==> config.mk <==
export PLATFORM = sky130hd
export DESIGN_NAME = btn_debounce_multi
export DESIGN_NICKNAME = d
export VERILOG_FILES = /design/src/rtl/btn_debounce_multi.sv
export SDC_FILE = /design/constraint.sdc
export NUM_CORES = 1
export LEC_CHECK = 0
export BUFFER_PORTS_ARGS = -buffer_cell sky130_fd_sc_hd__buf_4
export CAP_MARGIN = 20
export CORE_MARGIN = 4
export CORE_UTILIZATION = 45
export DETAILED_ROUTE_END_ITERATION = 7
export GPL_ROUTABILITY_DRIVEN = 0
export PLACE_DENSITY = 0.63
export SETUP_SLACK_MARGIN = 0.4
export SYNTH_ARGS = -nofsm -noshare
export SYNTH_HDL_FRONTEND = slang
export SYNTH_SLANG_ARGS = --single-unit
==> constraint.sdc <==
create_clock -name clk -period 4.3 [get_ports clk]
set_input_delay 0.645 -clock clk [delete_from_list [all_inputs] [get_ports clk]]
set_output_delay 0.645 -clock clk [all_outputs]
set_load 0.03 [all_outputs]
==> src/rtl/btn_debounce_multi.sv <==
// Multi-channel push-button debouncer: 2-flop sync, stability counter, press/release strobes.
// Auto-repeat strobes are built only when BTN_DEBOUNCE_REPEAT_EN is defined.
module btn_debounce_multi #(
    parameter int N_CH       = 5,
    parameter int STABLE_CYC = 1000000,
    parameter int REPEAT_DLY = 30000000,
    parameter int REPEAT_PER = 10000000
) (
    input  logic            clk,
    input  logic            rst_n,
    input  logic [N_CH-1:0] btn_in,
    output logic [N_CH-1:0] btn_level,
    output logic [N_CH-1:0] btn_press,
    output logic [N_CH-1:0] btn_release,
    output logic [N_CH-1:0] btn_repeat
);
    localparam int CNT_W = (STABLE_CYC > 1) ? $clog2(STABLE_CYC) : 1;
    localparam logic [CNT_W-1:0] CNT_LAST = CNT_W'(STABLE_CYC - 1);

`ifdef BTN_DEBOUNCE_REPEAT_EN
    localparam int RPT_MAX = (REPEAT_DLY > REPEAT_PER) ? REPEAT_DLY : REPEAT_PER;
    localparam int RPT_W   = (RPT_MAX > 1) ? $clog2(RPT_MAX) : 1;
    localparam logic [RPT_W-1:0] DLY_LAST = RPT_W'(REPEAT_DLY - 1);
    localparam logic [RPT_W-1:0] PER_LAST = RPT_W'(REPEAT_PER - 1);

    typedef enum logic {PH_FIRST, PH_PERIODIC} phase_t;
`endif

    if (N_CH < 1 || STABLE_CYC < 1 || REPEAT_DLY < 1 || REPEAT_PER < 1) begin : g_bad_param
        $error("btn_debounce_multi: N_CH, STABLE_CYC, REPEAT_DLY and REPEAT_PER must all be >= 1");
    end

    for (genvar i = 0; i < N_CH; i++) begin : g_ch
        logic             s1;
        logic             s2;
        logic [CNT_W-1:0] cnt;
        logic             level_q;
        logic             press_q;
        logic             release_q;
        logic             deviate;
        logic             done;
        logic             rise;
        logic             fall;

        assign deviate = (s2 != level_q);
        assign done    = deviate && (cnt == CNT_LAST);
        assign rise    = done && s2;
        assign fall    = done && !s2;

        // Strobes are registered alongside the level so they line up with its first new cycle.
        always_ff @(posedge clk) begin
            if (!rst_n) begin
                s1        <= 1'b0;
                s2        <= 1'b0;
                cnt       <= '0;
                level_q   <= 1'b0;
                press_q   <= 1'b0;
                release_q <= 1'b0;
            end else begin
                s1        <= btn_in[i];
                s2        <= s1;
                press_q   <= rise;
                release_q <= fall;
                if (!deviate) begin
                    cnt <= '0;
                end else if (done) begin
                    level_q <= s2;
                    cnt     <= '0;
                end else begin
                    cnt <= cnt + CNT_W'(1);
                end
            end
        end

        assign btn_level[i]   = level_q;
        assign btn_press[i]   = press_q;
        assign btn_release[i] = release_q;

`ifdef BTN_DEBOUNCE_REPEAT_EN
        phase_t           phase;
        phase_t           phase_nxt;
        logic [RPT_W-1:0] rcnt;
        logic [RPT_W-1:0] rcnt_nxt;
        logic             rpt_q;
        logic             rpt_nxt;

        always_ff @(posedge clk) begin
            if (!rst_n) begin
                phase <= PH_FIRST;
                rcnt  <= '0;
                rpt_q <= 1'b0;
            end else begin
                phase <= phase_nxt;
                rcnt  <= rcnt_nxt;
                rpt_q <= rpt_nxt;
            end
        end

        // The falling edge wins over an expiring period so no repeat shares the release cycle.
        always_comb begin
            phase_nxt = phase;
            rcnt_nxt  = rcnt;
            rpt_nxt   = 1'b0;
            if (!level_q || fall) begin
                phase_nxt = PH_FIRST;
                rcnt_nxt  = '0;
            end else if (phase == PH_FIRST && rcnt == DLY_LAST) begin
                rpt_nxt   = 1'b1;
                rcnt_nxt  = '0;
                phase_nxt = PH_PERIODIC;
            end else if (phase == PH_PERIODIC && rcnt == PER_LAST) begin
                rpt_nxt  = 1'b1;
                rcnt_nxt = '0;
            end else begin
                rcnt_nxt = rcnt + RPT_W'(1);
            end
        end

        assign btn_repeat[i] = rpt_q;
`else
        assign btn_repeat[i] = 1'b0;
`endif
    end
endmodule

---- Yosys cells after proc, flatten, opt, wreduce, memory -nomap -nowiden ----
Index checks and enable logic that the tools add are counted.
storage, ports and cells
  flip-flop bits (word level) ............. 125
  input bits .............................. 7
  output and inout bits ................... 20
  logic and storage cells ................. 81
cells by class
  add/sub/neg operators ................... 5
  equality and inequality tests ........... 10
  bitwise operators ....................... 6
  reductions and logical operators ........ 30
operators with widths
  cell                   number
  $add 20x1->20 const B  5
  $eq 20x20->1 const B   5
  $logic_and 1x1->1      15
  $reduce_or 3->1        5
  $reduce_and 2->1       5
  $not 1->1              6
  $logic_not 1->1        5
  $ne 1x1->1             5

---- Longest topological paths before layout ----
Gate-level depths: netlist of the first run.
  word-level depth ........................ 3
  depth in mapped cells ................... 7
  mapped depth without buffers ............ 5

---- Worst setup path after synthesis of the first run ----
No wires, ideal clock.
  kind .................................... reg2reg
  from .................................... register g_ch[4].cnt[0]
  to ...................................... register g_ch[4].cnt[10]
  library setup time ...................... 0.128 ns
  arrival ................................. 1.651 ns
  data required time ...................... 4.172 ns
  slack ................................... 2.522 ns
  stages on the path, launching flop included .. 8
  buffers on the path ..................... 2
  clock period less this slack ............ 1.778 ns
  path through ............................ dfxtp_1 > ha_1 > and2_1 > clkbuf_1 > nand4_1 > o31ai_1 > clkbuf_1 > nor2_1
between the ends
  longest elaborated chain between the ends .. 3
  elaborated cells between the ends (all ways) .. 4
  those cells by class .................... add/sub (1); eq/ne (1); reduce/logical (2)
RTL lines
  what                                                                   RTL line  RTL
  start, declared                                                        36        logic [CNT_W-1:0] cnt;
  start signal, assigned                                                 70        cnt <= cnt + CNT_W'(1);
  parallel branches: the longest is 3 deep, another holds $add 20x1->20  -
Several ways; the timed one is not identified.
A chain may end at the register's enable or synchronous reset.

---- Final worst setup path of the first run ----
  from .................................... register g_ch[2].cnt[0]
  to ...................................... register g_ch[2].cnt[10]
between the ends
  longest elaborated chain between the ends .. 3
  elaborated cells between the ends (all ways) .. 4
  those cells by class .................... add/sub (1); eq/ne (1); reduce/logical (2)
RTL lines
  what                                                                   RTL line
  start, declared                                                        36
  start signal, assigned                                                 70
  parallel branches: the longest is 3 deep, another holds $add 20x1->20  -
Several ways; the timed one is not identified.

==> flow_summary.toml, run 1 <==
[drt]
via_per_inst = 5.461
drt_iter0_drc = 174
drt-total-wl_mm = 10.52
drcViolationCount = 0
final_antenna_net_count = 0
dr.pass1.iters = 4
vias = 4336
post_drt_wl_per_cell_um = 13.25

[synth]
yosysWarnings = 0
synth_fa_ha_area_share_pct = 1.139
synth_compound_area_share_pct = 7.995
syn_area_mm2 = 0.005493
yosys.area_share.simple_pct = 29.52
avgSynthCellArea_um2 = 8.746
synth_mux_area_share_pct = 0
ys_ff_latch = 125
seq_area_frac_synth_pct = 45.56
synth_xor_area_share_pct = 10.21
synthCells = 628
synth_cell_type_count = 36
synth_top_family_by_area = "simple AND/OR/NAND/NOR gates"

[floorplan]
fp-row-count = 40
chipHeight_um = 118.5
design.die.area_mm2 = 0.01404
die_w_um = 118.5
core-area_mm2 = 0.01196
start_util_pct = 45.92
num_io_pins = 27

[worst_setup_path]
startpoint_type = "flip-flop"
r2r_slack_ns = 1.99
crit_arrival_ns = 2.60
cp-end-kind = "flip-flop"
required_ns = 4.59
crit_start = "g_ch[2].cnt[0]$_SDFF_PP0_"
reg2regPathDepth = 6
critPathKind = "flip-flop to flip-flop"
worstSetupEndpoint = "g_ch[2].cnt[10]$_SDFF_PP0_"
critPathMaxFanout = 13
rr_endpoint = "g_ch[2].cnt[10]$_SDFF_PP0_"
reg2reg_from = "g_ch[2].cnt[0]$_SDFF_PP0_"

[power_and_ir_drop]
seqPwrFrac_pct = 43.9
clkPwrFrac_pct = 54.9
power.switching_mw = 0.4905
leakage_nw = 2.008
internal_power_mw = 2.173
cellPowerDensity_mw_per_mm2 = 424.5
power_frac_comb_pct = 1.2
switching_share_pct = 18.41
vdd_drop_max_v = 0.0002362

[flow_run]
timing.max_cap.violations = 0

[sta]
setup_viol = 0
worstMarginPinSlew_ns = 0.6448
max_freq_mhz = 433.6
final_max_slew_viol_count = 0
tns_ns = 0
skew_ns = 0.005335
period_share_pct = 53.63
min_period_ns = 2.306
slew_headroom_pct = 56.82
grt_setup_unrepaired = "false"
hold_slack_ns = 0.4327
hold_violations = 0

[clock_network]
path_clk_slew_ns = 0.05
numCtsBuffers = 17
clock_latency_ns = 0.40
htreeDepth = 4
cts_buffer_depth = 2
cts.sinks = 125
holdBufCountCts = 0
cts_root_buffer = "clkbuf_16"
cts_setup_buffers = 0
cts_tree = "yes"
ctsResizeCount = 0

[layout]
fin_nets = 647
area_growth_pct = 14.24
final_cell_mix = "dfxtp_1, nor2_1, nand2_1"
diodes = 0
design_area_mm2 = 0.006275
drive_gt1_share_pct = 9.737
final_common_cell = "dfxtp_1"

[outcome]
status = "finished, final reports clean"

[grt]
grtUsageTotal_pct = 15.96
grt_pass1_vias = 4227
grt_antenna_before_repair = 0
grt_overflow_total = 0
grt_pass1_wl_mm = 18.71
grt_max_degree = 21

[hold_path]
hp-class = "flip-flop to flip-flop"

[placed_design]
hpwl_mm = 7.299
io_buffer_count = 21
place_area_mm2 = 0.005654
power by group through the flow:
stage | combinational (mW) | sequential [mW] | clock, mW
floorplan | 0.0245 | 1.19 | 0
global placement | 0.0310 | 1.19 | 0
detailed placement | 0.0319 | 1.19 | 0
CTS | 0.0319 | 1.17 | 1.50
global route | 0.0353 | 1.17 | 1.56
finish | 0.0316 | 1.17 | 1.46
through the flow:
step / instances / util, % / power (mW) / worst slack [ns]
after detailed placement: 763 / 47.27 / 1.226 / 1.990
after floorplan: 632 / - / 1.217 / 2.522
after global placement: 763 / 47.27 / 1.224 / 2.100
after global routing: 794 / 52.46 / 2.768 / 1.762
after CTS: 794 / 52.46 / 2.702 / 1.987
final: 794 / 52.46 / 2.664 / 1.994
final cells by class:
type / count / area, µm²
flip-flops and latches: 125 / 2502
multi-input cells: 449 / 2713
clock inverters: 6 / 105.1
inverters: 16 / 60.06
fillers: 1082 / 5687
clock buffers: 25 / 515.5
well taps: 147 / 183.9
repair buffers: 26 / 195.2
critical path, stage by stage, from the launching register on:
cell and delay, ns:
dfxtp_1 0.37, ha_1 0.22, nand2_1 0.17, or4_4 0.58, o21bai_1 0.48, buf_4 0.30
nor2_1 0.07
flip-flops by register name, indices dropped and copies added, names as in the netlist:
name,flops
g_ch.press_q,5
g_ch.cnt,100
g_ch.s1,5
g_ch.level_q,5
g_ch.release_q,5
g_ch.s2,5
metal layers:
layer / GRT usage [%] / wire, µm / up-vias
met5: 0 / 0 / -
met4: 7.965 / 202 / 0
met3: 4.211 / 329 / 14
met2: 25.40 / 4851 / 61
met1: 19.99 / 5139 / 2046
li1: - / - / 2215
how the worst min path moves through the flow:
stage / depth (start not counted) / end / slack (ns) / startpoint
final: 1 / g_ch[2].s2$_SDFF_PN0_ / 0.43 / g_ch[2].s1$_SDFF_PN0_
after global routing: 2 / g_ch[3].s1$_SDFF_PN0_ / 0.43 / btn_in[3]
after CTS: 2 / g_ch[3].s1$_SDFF_PN0_ / 0.43 / btn_in[3]
after detailed placement: 1 / g_ch[1].s2$_SDFF_PN0_ / 0.43 / g_ch[1].s1$_SDFF_PN0_
after global placement: 1 / g_ch[2].s2$_SDFF_PN0_ / 0.42 / g_ch[2].s1$_SDFF_PN0_
after floorplan: 1 / g_ch[0].s2$_SDFF_PN0_ / 0.41 / g_ch[0].s1$_SDFF_PN0_
cells by family (layout without fill, tap and decap cells):
| group | count (synthesis) | after routing |
|---|---|---|
| flip-flops | 125 | 125 |
| AND/OR/NAND/NOR | 298 | 298 |
| XOR/XNOR | 64 | 64 |
| adder cells (fa/ha/maj) | 5 | 5 |
| AO/OA/AOI/OAI | 77 | 77 |
| other | 1 | 5 |
| buffers and inverters | 58 | 73 |
Yosys cell counts, drive strengths merged:
cell type	instances	share of area, %
dfxtp	125	46
nor2	80	5.5
nand2	41	2.8
nand3	37	3.4
a21oi	36	3.3
xor2	35	5.6
xnor2	29	4.6
buf	28	3.5
nand4	22	2.6
o21ai	20	1.8
or3	20	2.3
or4	19	2.7
o31ai	17	2.3
inv	16	1.1
and2	15	1.7
clkbuf	14	0.96
and3	13	1.5
nor4	13	1.5
and4	12	1.9
nor4b	10	1.6
nor3	6	0.55
ha	5	1.1
or3b	3	0.48
nor4bb	2	0.36
o21bai	2	0.27
or2	2	0.23
conb	1	0.068
nand4bb	1	0.20
nor3b	1	0.14
o211ai	1	0.14
o41ai	1	0.16
or4b	1	0.18
(Power assumes the default switching activity.)
==> inputs of run 2 (changes only) <==
ABC_AREA = 1   (was not set)
PLACE_DENSITY = 0.65   (was 0.63)
clock period = 1.95 ns   (was 4.3 ns; I/O delays follow)
==> run 2 against run 1 <==
- power is 120% higher
- sequential share of layout area shrank 5.5 points
- non-clock buffer count rose by 4
- clock power rose by 110%
- first-iteration DRC count increased by 66%
- clock skew rose by 0.0010 ns
- area after synthesis up 16%
- final area grew 16%
- worst hold slack worse by 0.37 ns
- cell count is 45% higher
- die area is 15% higher
==> flow_summary.toml, run 2 <==
[outcome]
status = "finished, final reports clean"

[layout]
top_register = "g_ch.cnt"
area_growth_pct = 14.34
nFillCells = 1377
diodes = 0
fin_nets = 969
drive_gt1_share_pct = 12.07
largest_register_ffs = 100
final-seq-area_mm2 = 0.002505
final_cell_mix = "nand2_1, nor2_1, dfxtp_1"
final_common_cell = "nand2_1"
multi_input_area_mm2 = 0.003347

[drt]
via_per_inst = 4.673
vias = 5369
drt-total-wl_mm = 13.02
post_drt_wl_per_cell_um = 11.34
drcViolationCount = 0
dr.pass1.iters = 5
final_antenna_net_count = 0
drt_iter0_drc = 289

[worst_setup_path]
crit_start = "g_ch[3].cnt[0]$_SDFF_PP0_"
startpoint_type = "flip-flop"
critPathMaxFanout = 20
cp-end-kind = "flip-flop"
critPathKind = "flip-flop to flip-flop"
crit_arrival_ns = 1.77
reg2reg_from = "g_ch[3].cnt[0]$_SDFF_PP0_"
required_ns = 2.25

[clock_network]
cts_setup_buffers = 0
numCtsBuffers = 17
htreeDepth = 4
holdBufCountCts = 0
cts_buffer_depth = 2
path_clk_slew_ns = 0.06
cts_tree = "yes"
clock_latency_ns = 0.41
cts_root_buffer = "clkbuf_16"
cts.sinks = 125

[synth]
synth_edf_count = 0
synth_cell_type_count = 29
yosysWarnings = 0
synth.most_common_cell = "nand2_1"
yosysTopAreaCell = "dfxtp_1"
async_reset_ff_share_pct = 0
synthCells = 938
syn_area_mm2 = 0.006380
synth_commonest_cells = "nand2_1, nor2_1, dfxtp_1, inv_1, nand3_1"
synth_top_area_share_pct = 39.22
ys_ff_latch = 125
seq_area_frac_synth_pct = 39.22
avgSynthCellArea_um2 = 6.802
synth_area_leaders = "dfxtp_1, nand2_1, nor2_1"
synth_flop_cell = "dfxtp_1"

[floorplan]
fp-row-count = 43
num_io_pins = 27
start_util_pct = 45.96
chipHeight_um = 127.1
core-area_mm2 = 0.01388
design.die.area_mm2 = 0.01615
die_w_um = 127.1

[sta]
tns_ns = 0
period_share_pct = 75.56
skew_ns = 0.006354
hold_violations = 0
grt_setup_unrepaired = "true"
final_max_slew_viol_count = 0
max_freq_mhz = 678.7
min_period_ns = 1.473
hold_slack_ns = 0.06180
setup_viol = 0

[hold_path]
hp-class = "input port to flip-flop"
worstHoldStart = "btn_in[0]"

[grt]
grt_antenna_before_repair = 0
grt_overflow_total = 0
grt_pass1_wl_mm = 22.47
grt_max_degree = 24
grt_pass1_vias = 4980
grtUsageTotal_pct = 16.84

[power_and_ir_drop]
vdd_drop_max_v = 0.0005764
cellPowerDensity_mw_per_mm2 = 794.1
leakage_nw = 2.503

[flow_run]
timing.max_cap.violations = 0

[placed_design]
io_buffer_count = 21
hpwl_mm = 9.486
run 2: changes by cell type after synthesis, sizes merged, moves of 14 or more:
cell,before,now
nand2,41,229
nor2,80,231
inv,16,100
nand3,37,70
or3,20,0
or4,19,0
o31ai,17,0
and2,15,0
clkbuf,14,0
o21ai,20,6
run 2: logic make-up after synthesis:
group | share of synthesized area (%)
and+or+nand+nor | 39.71
buffers and inverters | 9.610
DFF | 39.22
xor gates and xnor gates | 7.413
AOI/OAI and AO/OA | 3.000
adders and majority gates | 0.9806
other | 0.05878
run 2: cell type report:
class                   count  area share, %
well taps                 180          3.087
clock inverters            12          2.007
inverters                 100          5.146
repair buffers             30          3.465
clock buffers              19          6.072
flip-flops and latches    125          34.34
multi-input cells         683          45.88
run 2: path summary, 6_finish.rpt:
path,end,slack (ns),cells past startpoint
worst min register to register,g_ch[3].s2$_SDFF_PN0_,0.41,2
worst min-delay path,g_ch[0].s1$_SDFF_PN0_,0.06,3
worst max-delay path,g_ch[3].cnt[18]$_SDFF_PP0_,0.48,7
worst max register to register,g_ch[3].cnt[18]$_SDFF_PP0_,0.48,7
run 2: power by group:
| part | switching (mW) | internal, mW |
|---|---|---|
| sequential | 0.00985 | 2.57 |
| clock | 1.11 | 2.02 |
| combinational | 0.0573 | 0.0267 |
run 2: metal layers:
metal	up-vias	share of wire (%)	wire length, µm	global-route usage (%)
met5	-	0	0	0
met4	0	0.94	122	5.489
met3	10	3.1	409	4.390
met2	72	46	5986	27.12
met1	2352	50	6506	22.12
li1	2935	-	-	-
run 2: metrics by stage:
stage / setup slack [ns] / cells / cell area, µm² / total power [mW] / util [%]
finish: 0.4765 / 1149 / 7295 / 5.793 / 52.55
global route: 0.3740 / 1149 / 7295 / 5.999 / 52.55
CTS: 0.4066 / 1149 / 7218 / 5.856 / 52.00
detailed placement: 0.3698 / 1118 / 6620 / 2.714 / 47.69
global placement: 0.3573 / 1118 / 6620 / 2.714 / 47.69
floorplan: 0.6369 / 942 / 6395 / 2.693 / -
run 2: critical path: stages, from the launching register on:
cell and delay [ns]:
dfxtp_1 0.35, ha_1 0.24, nand3_2 0.16, nor2_1 0.15, nand3_1 0.09, nand3_1 0.09, buf_6 0.20, nor2_1 0.07
run 2: timing repair:
item | 4_1_cts | 5_1_grt
pin swaps | 0 | 0
resized for setup | 2 | 18
endpoints found under the setup margin | 31 | 96
gates cloned | 0 | 0
